==> src/rtl/iir_output_buffer_if.sv <==
// Handshake bundle between the IIR filter, the output buffer and its reader.
// The slave side is the buffer; the master side drives strobes and reads.
interface iir_output_buffer_if #(
  parameter int N     = 16,
  parameter int DEPTH = 8,
  parameter int SW    = $clog2(2*N)
);
  logic                   in_valid;
  logic [2*N-1:0]         in_y;
  logic [SW-1:0]          shift;
  logic                   rd_en;
  logic                   flag_clr;
  logic [N-1:0]           rd_data;
  logic                   rd_valid;
  logic                   empty;
  logic                   full;
  logic [$clog2(DEPTH):0] count;
  logic                   ovf;
  logic                   sat;

  modport master (
    output in_valid, in_y, shift, rd_en, flag_clr,
    input  rd_data, rd_valid, empty, full, count, ovf, sat
  );

  modport slave (
    input  in_valid, in_y, shift, rd_en, flag_clr,
    output rd_data, rd_valid, empty, full, count, ovf, sat
  );
endinterface

==> src/rtl/iir_output_buffer.sv <==
// Rounds/shifts/saturates 2N-bit IIR results to N bits and queues them
// in a non-blocking FIFO with sticky drop and clip flags.
module iir_output_buffer #(
  parameter int N     = 16,
  parameter int DEPTH = 8,
  parameter int SW    = $clog2(2*N)
) (
  input logic clk,
  input logic rst,
  iir_output_buffer_if.slave bus
);
  localparam int AW = $clog2(DEPTH);

  localparam logic signed [2*N:0] SMAX =
    {{(N+2){1'b0}}, {(N-1){1'b1}}};
  localparam logic signed [2*N:0] SMIN =
    {{(N+2){1'b1}}, {(N-1){1'b0}}};

  logic signed [2*N:0] ext;
  logic signed [2*N:0] inc;
  logic signed [2*N:0] rnd;
  logic signed [2*N:0] shr;
  logic [N-1:0]        conv;
  logic                clip;

  logic                s_valid;
  logic [N-1:0]        s_data;
  logic                s_sat;

  logic [N-1:0]        mem [DEPTH];
  logic [AW:0]         wptr;
  logic [AW:0]         rptr;
  logic [AW:0]         wptr_n;
  logic [AW:0]         rptr_n;
  logic [AW:0]         cnt;
  logic                empty_q;
  logic                full_q;
  logic [N-1:0]        rd_data_q;
  logic                rd_valid_q;
  logic                ovf_q;
  logic                sat_q;

  logic                rd_acc;
  logic                wr;
  logic                drop;

  // Round half toward +inf, then arithmetic shift, then clamp.
  always_comb begin
    ext = {bus.in_y[2*N-1], bus.in_y};
    inc = '0;
    if (bus.shift != '0)
      inc[bus.shift - 1'b1] = 1'b1;
    rnd  = ext + inc;
    shr  = rnd >>> bus.shift;
    conv = shr[N-1:0];
    clip = 1'b0;
    if (shr > SMAX) begin
      conv = {1'b0, {(N-1){1'b1}}};
      clip = 1'b1;
    end else if (shr < SMIN) begin
      conv = {1'b1, {(N-1){1'b0}}};
      clip = 1'b1;
    end
  end

  always_ff @(posedge clk or posedge rst) begin
    if (rst) begin
      s_valid <= 1'b0;
      s_data  <= '0;
      s_sat   <= 1'b0;
    end else begin
      s_valid <= bus.in_valid;
      s_sat   <= bus.in_valid & clip;
      if (bus.in_valid)
        s_data <= conv;
    end
  end

  // A full FIFO still accepts a write when a read frees a slot this cycle.
  always_comb begin
    rd_acc = bus.rd_en & ~empty_q;
    wr     = s_valid & (~full_q | rd_acc);
    drop   = s_valid & full_q & ~rd_acc;
    wptr_n = wr     ? wptr + 1'b1 : wptr;
    rptr_n = rd_acc ? rptr + 1'b1 : rptr;
  end

  always_ff @(posedge clk) begin
    if (wr)
      mem[wptr[AW-1:0]] <= s_data;
  end

  always_ff @(posedge clk or posedge rst) begin
    if (rst) begin
      wptr       <= '0;
      rptr       <= '0;
      cnt        <= '0;
      empty_q    <= 1'b1;
      full_q     <= 1'b0;
      rd_data_q  <= '0;
      rd_valid_q <= 1'b0;
      ovf_q      <= 1'b0;
      sat_q      <= 1'b0;
    end else begin
      wptr       <= wptr_n;
      rptr       <= rptr_n;
      empty_q    <= (wptr_n == rptr_n);
      full_q     <= (wptr_n[AW] != rptr_n[AW]) &&
                    (wptr_n[AW-1:0] == rptr_n[AW-1:0]);
      rd_valid_q <= rd_acc;
      if (rd_acc)
        rd_data_q <= mem[rptr[AW-1:0]];
      if (wr && !rd_acc)
        cnt <= cnt + 1'b1;
      else if (rd_acc && !wr)
        cnt <= cnt - 1'b1;
      ovf_q <= (ovf_q & ~bus.flag_clr) | drop;
      sat_q <= (sat_q & ~bus.flag_clr) | (s_valid & s_sat);
    end
  end

  assign bus.rd_data  = rd_data_q;
  assign bus.rd_valid = rd_valid_q;
  assign bus.empty    = empty_q;
  assign bus.full     = full_q;
  assign bus.count    = cnt;
  assign bus.ovf      = ovf_q;
  assign bus.sat      = sat_q;
endmodule

==> src/flat_wrapper.sv <==
// flat-port wrapper written by rule: the top's interface ports become plain ports
module iir_output_buffer_flat 
#(
  parameter int N     = 16,
  parameter int DEPTH = 8,
  parameter int SW    = $clog2(2*N)
)
  (clk, rst, bus_in_valid, bus_in_y, bus_shift, bus_rd_en, bus_flag_clr, bus_rd_data, bus_rd_valid, bus_empty, bus_full, bus_count, bus_ovf, bus_sat);
  iir_output_buffer_if #(.N(N), .DEPTH(DEPTH), .SW(SW)) bus_i ();
  input logic clk;
  input logic rst;
  input wire logic [$bits(bus_i.in_valid)-1:0] bus_in_valid;
  input wire logic [$bits(bus_i.in_y)-1:0] bus_in_y;
  input wire logic [$bits(bus_i.shift)-1:0] bus_shift;
  input wire logic [$bits(bus_i.rd_en)-1:0] bus_rd_en;
  input wire logic [$bits(bus_i.flag_clr)-1:0] bus_flag_clr;
  output wire logic [$bits(bus_i.rd_data)-1:0] bus_rd_data;
  output wire logic [$bits(bus_i.rd_valid)-1:0] bus_rd_valid;
  output wire logic [$bits(bus_i.empty)-1:0] bus_empty;
  output wire logic [$bits(bus_i.full)-1:0] bus_full;
  output wire logic [$bits(bus_i.count)-1:0] bus_count;
  output wire logic [$bits(bus_i.ovf)-1:0] bus_ovf;
  output wire logic [$bits(bus_i.sat)-1:0] bus_sat;
  assign bus_i.in_valid = bus_in_valid;
  assign bus_i.in_y = bus_in_y;
  assign bus_i.shift = bus_shift;
  assign bus_i.rd_en = bus_rd_en;
  assign bus_i.flag_clr = bus_flag_clr;
  assign bus_rd_data = bus_i.rd_data;
  assign bus_rd_valid = bus_i.rd_valid;
  assign bus_empty = bus_i.empty;
  assign bus_full = bus_i.full;
  assign bus_count = bus_i.count;
  assign bus_ovf = bus_i.ovf;
  assign bus_sat = bus_i.sat;
  iir_output_buffer #(.N(N), .DEPTH(DEPTH), .SW(SW)) u_core (.clk(clk), .rst(rst), .bus(bus_i));
endmodule
==> config.mk <==
export PLATFORM = sky130hd
export DESIGN_NAME = iir_output_buffer_flat
export DESIGN_NICKNAME = d
export VERILOG_FILES = /design/src/rtl/iir_output_buffer_if.sv /design/src/rtl/iir_output_buffer.sv /design/src/flat_wrapper.sv
export SDC_FILE = /design/constraint.sdc
export NUM_CORES = 1
export LEC_CHECK = 0
export BUFFER_PORTS_ARGS = -buffer_cell sky130_fd_sc_hd__buf_2
export CAP_MARGIN = 20
export CORE_ASPECT_RATIO = 0.6
export CORE_MARGIN = 10
export CORE_UTILIZATION = 30
export CTS_BUF_LIST = sky130_fd_sc_hd__clkbuf_4 sky130_fd_sc_hd__clkbuf_8 sky130_fd_sc_hd__clkbuf_16
export DETAILED_ROUTE_END_ITERATION = 8
export GPL_TIMING_DRIVEN = 0
export HOLD_SLACK_MARGIN = 0.05
export MAX_ROUTING_LAYER = met4
export PLACE_DENSITY = 0.47
export SLEW_MARGIN = 40
export SYNTH_ARGS = -nofsm -noshare
export SYNTH_HDL_FRONTEND = slang
export SYNTH_SLANG_ARGS = --single-unit
==> constraint.sdc <==
create_clock -name clk -period 3.1 [get_ports clk]
set_input_delay 0.31 -clock clk [delete_from_list [all_inputs] [get_ports clk]]
set_output_delay 0.31 -clock clk [all_outputs]
set_load 0.01 [all_outputs]
==> metrics.md <==
| Metric | Value |
|---|---|
| Hold endpoint | `u_core.bus.ovf` |
| GP Congestion | `0.940` |
| Clock share of power | `24.3%` |
| First DRT Iteration DRCs | `1,230` |
| Final ANT Viol Nets | `0` |
| DRC Markers | `0` |
| Crit start category | `primary input` |
| Root buffer cell | `clkbuf_16` |
| Top post-synthesis cells by area | `edfxtp_1, dfrtp_1, mux4_2` |
| Initial antenna violation count | `1` |
| Post-Place Setup Slack | `-3.48 ns` |
| Cell Pwr Density | `543 mW/mm^2` |
| Via count | `10,700` |
| Post-synth top area share | `31.8%` |
| Crit share post-route | `153%` |
| Fin. Hold Viols | `0` |
| H-tree levels | `4` |
| Number of flops mapped to enable cells by yosys | `128` |
| Combinational Power Share | `38.1%` |
| Met2 Usage GRT | `20.8%` |
| Worst Setup Path Type | `primary input to flop` |
| Syn Inst Count | `1,125` |
| Die Area | `0.0490 mm^2` |
| First drt pass iteration count | `5` |
| Wirelength per Cell | `23.4 um` |
| Internal power | `5.98 mW` |
| R2r setup slk | `0.45 ns` |
| Final setup vio count | `17` |
| Busiest layer in global routing | `met1` |
| Total CTS buffers | `17` |
| Yosys cell types | `107` |
| Flip-flop and latch count after synthesis | `179` |
| Clock buffer depth | `2` |
| Reg2reg path depth | `11` |
| Clock Pin Slew Worst Setup and Hold Paths | `0.07 ns` |
| Dpl hpwl | `33.1 mm` |
| Multiplexer share of the synthesized area | `13.2%` |
| Routing usage on met1 | `28.1%` |
| GR Layer Usage met3 | `6.29%` |
| Post-Syn Area per Cell | `10.8 um^2` |
| Synth Area in Simple Gates | `14.8%` |
| Compound-Gate Fraction of Synth Area | `17.8%` |
| Status | `finished, violations left` |
| Violated checks | `setup timing` |
| Post-Synth XOR/XNOR Area | `2.51%` |
| Hold Crit Start | `bus_flag_clr` |
| CTS tree | `yes` |
| Starting Density | `30.7%` |
| Worst Slack Setup Final | `-1.63 ns` |
| Crit. End Element | `flop` |
| Minimum clock period | `4.73 ns` |
| Mapped Area | `0.0121 mm^2` |
| Area share of fa/ha/maj cells after synthesis | `4.16%` |
| Async S/R FF share, synth | `28.5%` |
| Post-synth top area cell | `edfxtp_1` |
| Yosys warning count | `0` |
| Flop pwr share | `37.7%` |
| Hold Path Depth | `2` |
| NumNets Final | `1,454` |
| Sw power | `3.13 mW` |
| Hold_ws | `0.0841 ns` |
| WL final | `44.7 mm` |
| Most frequent cells in the layout | `buf_4, edfxtp_1, nand2_1` |
| Largest family of logic cells by synthesized area | `compound AO/OA/AOI/OAI gates` |
| Pin count of the biggest net entering global routing | `32` |
| Main synth FF type | `edfxtp_1` |
| Total Power | `9.11 mW` |
| Reg-to-reg endpoint | `u_core.bus.count[3]` |
| Core area | `0.0394 mm^2` |
| Switching Share | `34.4%` |
| Clk sink count | `179` |
| Commonest non-fill, non-tap cell in the layout | `buf_4` |
| Slew margin rel. | `50.5%` |
| Mapped Nets | `1,206` |
| Sequential area share after synthesis | `42.3%` |
| Synth-to-layout area growth | `38.7%` |
| Die Wd | `279 um` |
| Vias in the first global route | `9,799` |
| Worst R2R Start | `u_core.bus.empty` |
| PortBufs | `64` |
| GR Overflow Total | `0` |
| Global-route wire length before repair | `64.9 mm` |
| Least-Margin Pin Slew | `0.742 ns` |
| Overall routing resource usage | `17.9%` |
| Slew Viols, Final | `0` |
| # IOs | `67` |
| Vias per cell | `5.62` |
| CP max FO | `6` |
| VDD IR-drop max | `444 uV` |
| Hold Path Class | `primary input to flop` |
| Filler instances | `3,682` |
| Share of post-route cells with drive strength above 1 | `42.3%` |
| Worst-Skew Late Latency | `0.43 ns` |
| Max-Cap Viols | `0` |
| Pleak | `6.42 nW` |
| RSZ-0062 raised after global routing | `true` |
| Setup Skew | `0.00925 ns` |
| Worst path required time | `3.39 ns` |
| Die Y-Extent | `176 um` |
| FP Rows | `56` |
| Max Fclk | `211 MHz` |
| Critical path arrival | `5.02 ns` |
## registers in the layout, indices dropped and copies added (netlist names), 4 cells and up
signal              count
u_core.bus.count        4
u_core.bus.rd_data     16
u_core.s_data          16
u_core.wptr             4
u_core.mem            128
u_core.rptr             4
## per-stage QoR
step	instance area [um^2]	setup TNS (ns)	utilization [%]	cells
2_1_floorplan	12500	-26.38	-	1125
3_3_place_gp	13400	-144.14	34.1	1711
3_5_place_dp	13700	-56.01	34.7	1734
4_1_cts	15600	-27.73	39.5	1830
5_1_grt	16800	-26.22	42.5	1909
6_report	16800	-25.76	42.5	1909
## cell usage after synthesis, types with 14 or more instances
cell type / number
a21oi_1: 67
edfxtp_1: 128
clkbuf_8: 14
nor2_1: 91
dfrtp_1: 50
ha_1: 37
nor3_1: 37
o211ai_1: 14
nand2_1: 119
a211oi_1: 25
inv_1: 31
mux2i_1: 52
xnor2_1: 18
nand4_1: 22
clkbuf_1: 27
o21ai_0: 59
mux4_2: 43
and2_1: 14
nand3_1: 18
## power groups by stage
stage / registers [mW] / clock network [mW] / logic (mW)
after floorplan: 3.45 / 0 / 1.98
after global placement: 3.47 / 0 / 2.95
after detailed placement: 3.48 / 0 / 3.10
after CTS: 3.44 / 2.26 / 3.30
after global routing: 3.49 / 2.37 / 3.75
final: 3.44 / 2.21 / 3.47
## cells by family (layout without fill, tap and decap cells)
| logic type | count (synthesis) | in the layout |
|---|---|---|
| mux | 103 | 103 |
| fa+ha+maj | 39 | 39 |
| compound gates | 295 | 295 |
| other cells | 1 | 2 |
| xor+xnor | 33 | 33 |
| simple gates | 366 | 366 |
| flops | 179 | 179 |
| buf+inv | 109 | 370 |
## how the worst max path moves through the flow
stage	startpoint	end	slack, ns	cells after the start
floorplan	bus_shift[1]	u_core.s_data[2]	-1.66	22
global placement	bus_shift[2]	u_core.s_data[3]	-4.41	21
detailed placement	bus_shift[2]	u_core.s_data[3]	-3.48	21
CTS	bus_shift[1]	u_core.s_data[5]	-1.74	24
global route	bus_shift[2]	u_core.s_data[3]	-1.64	21
finish	bus_shift[2]	u_core.s_data[4]	-1.63	21
## layout make-up
class	instances	area [um^2]	share of cell area [%]
Antenna cell	1	2.50	0.0149
Clock buffer	20	448	2.67
Buffer	68	820	4.89
Tap cell	522	653	3.89
Inverter	33	164	0.977
Multi-Input combinational cell	837	7570	45.1
Clock inverter	12	158	0.940
Timing Repair Buffer	237	1840	11.0
Sequential cell	179	5120	30.5
## worst max-delay path: stages
cell,delay (ns)
buf_6,0.10
buf_8,0.13
nor2_4,0.33
buf_6,0.16
nand4_1,0.23
fa_2,0.45
nand2b_4,0.16
a21oi_4,0.25
o21ai_4,0.12
a21oi_4,0.21
mux2_4,0.32
or4_4,0.44
o31ai_4,0.24
buf_6,0.17
a41oi_4,0.15
nor4b_2,0.32
o2111ai_2,0.24
o311ai_4,0.29
buf_6,0.16
buf_8,0.14
o311ai_4,0.10
## metal layers
metal / wire length (um) / vias up / part of all wire, %
li1: - / 4824 / -
met1: 22600 / 5379 / 50
met2: 16400 / 504 / 37
met3: 5480 / 28 / 12
met4: 297 / 0 / 0.66
met5: 0 / - / 0
## timing repair
action                     CTS  global route
pin swaps                   56            76
hold endpoints to repair    21             0
hold buffers                 2             0
setup buffers               61            80
resized for setup          141           153
cloned                       4             4
setup endpoints to repair   17            18
(Power assumes the default switching activity.)
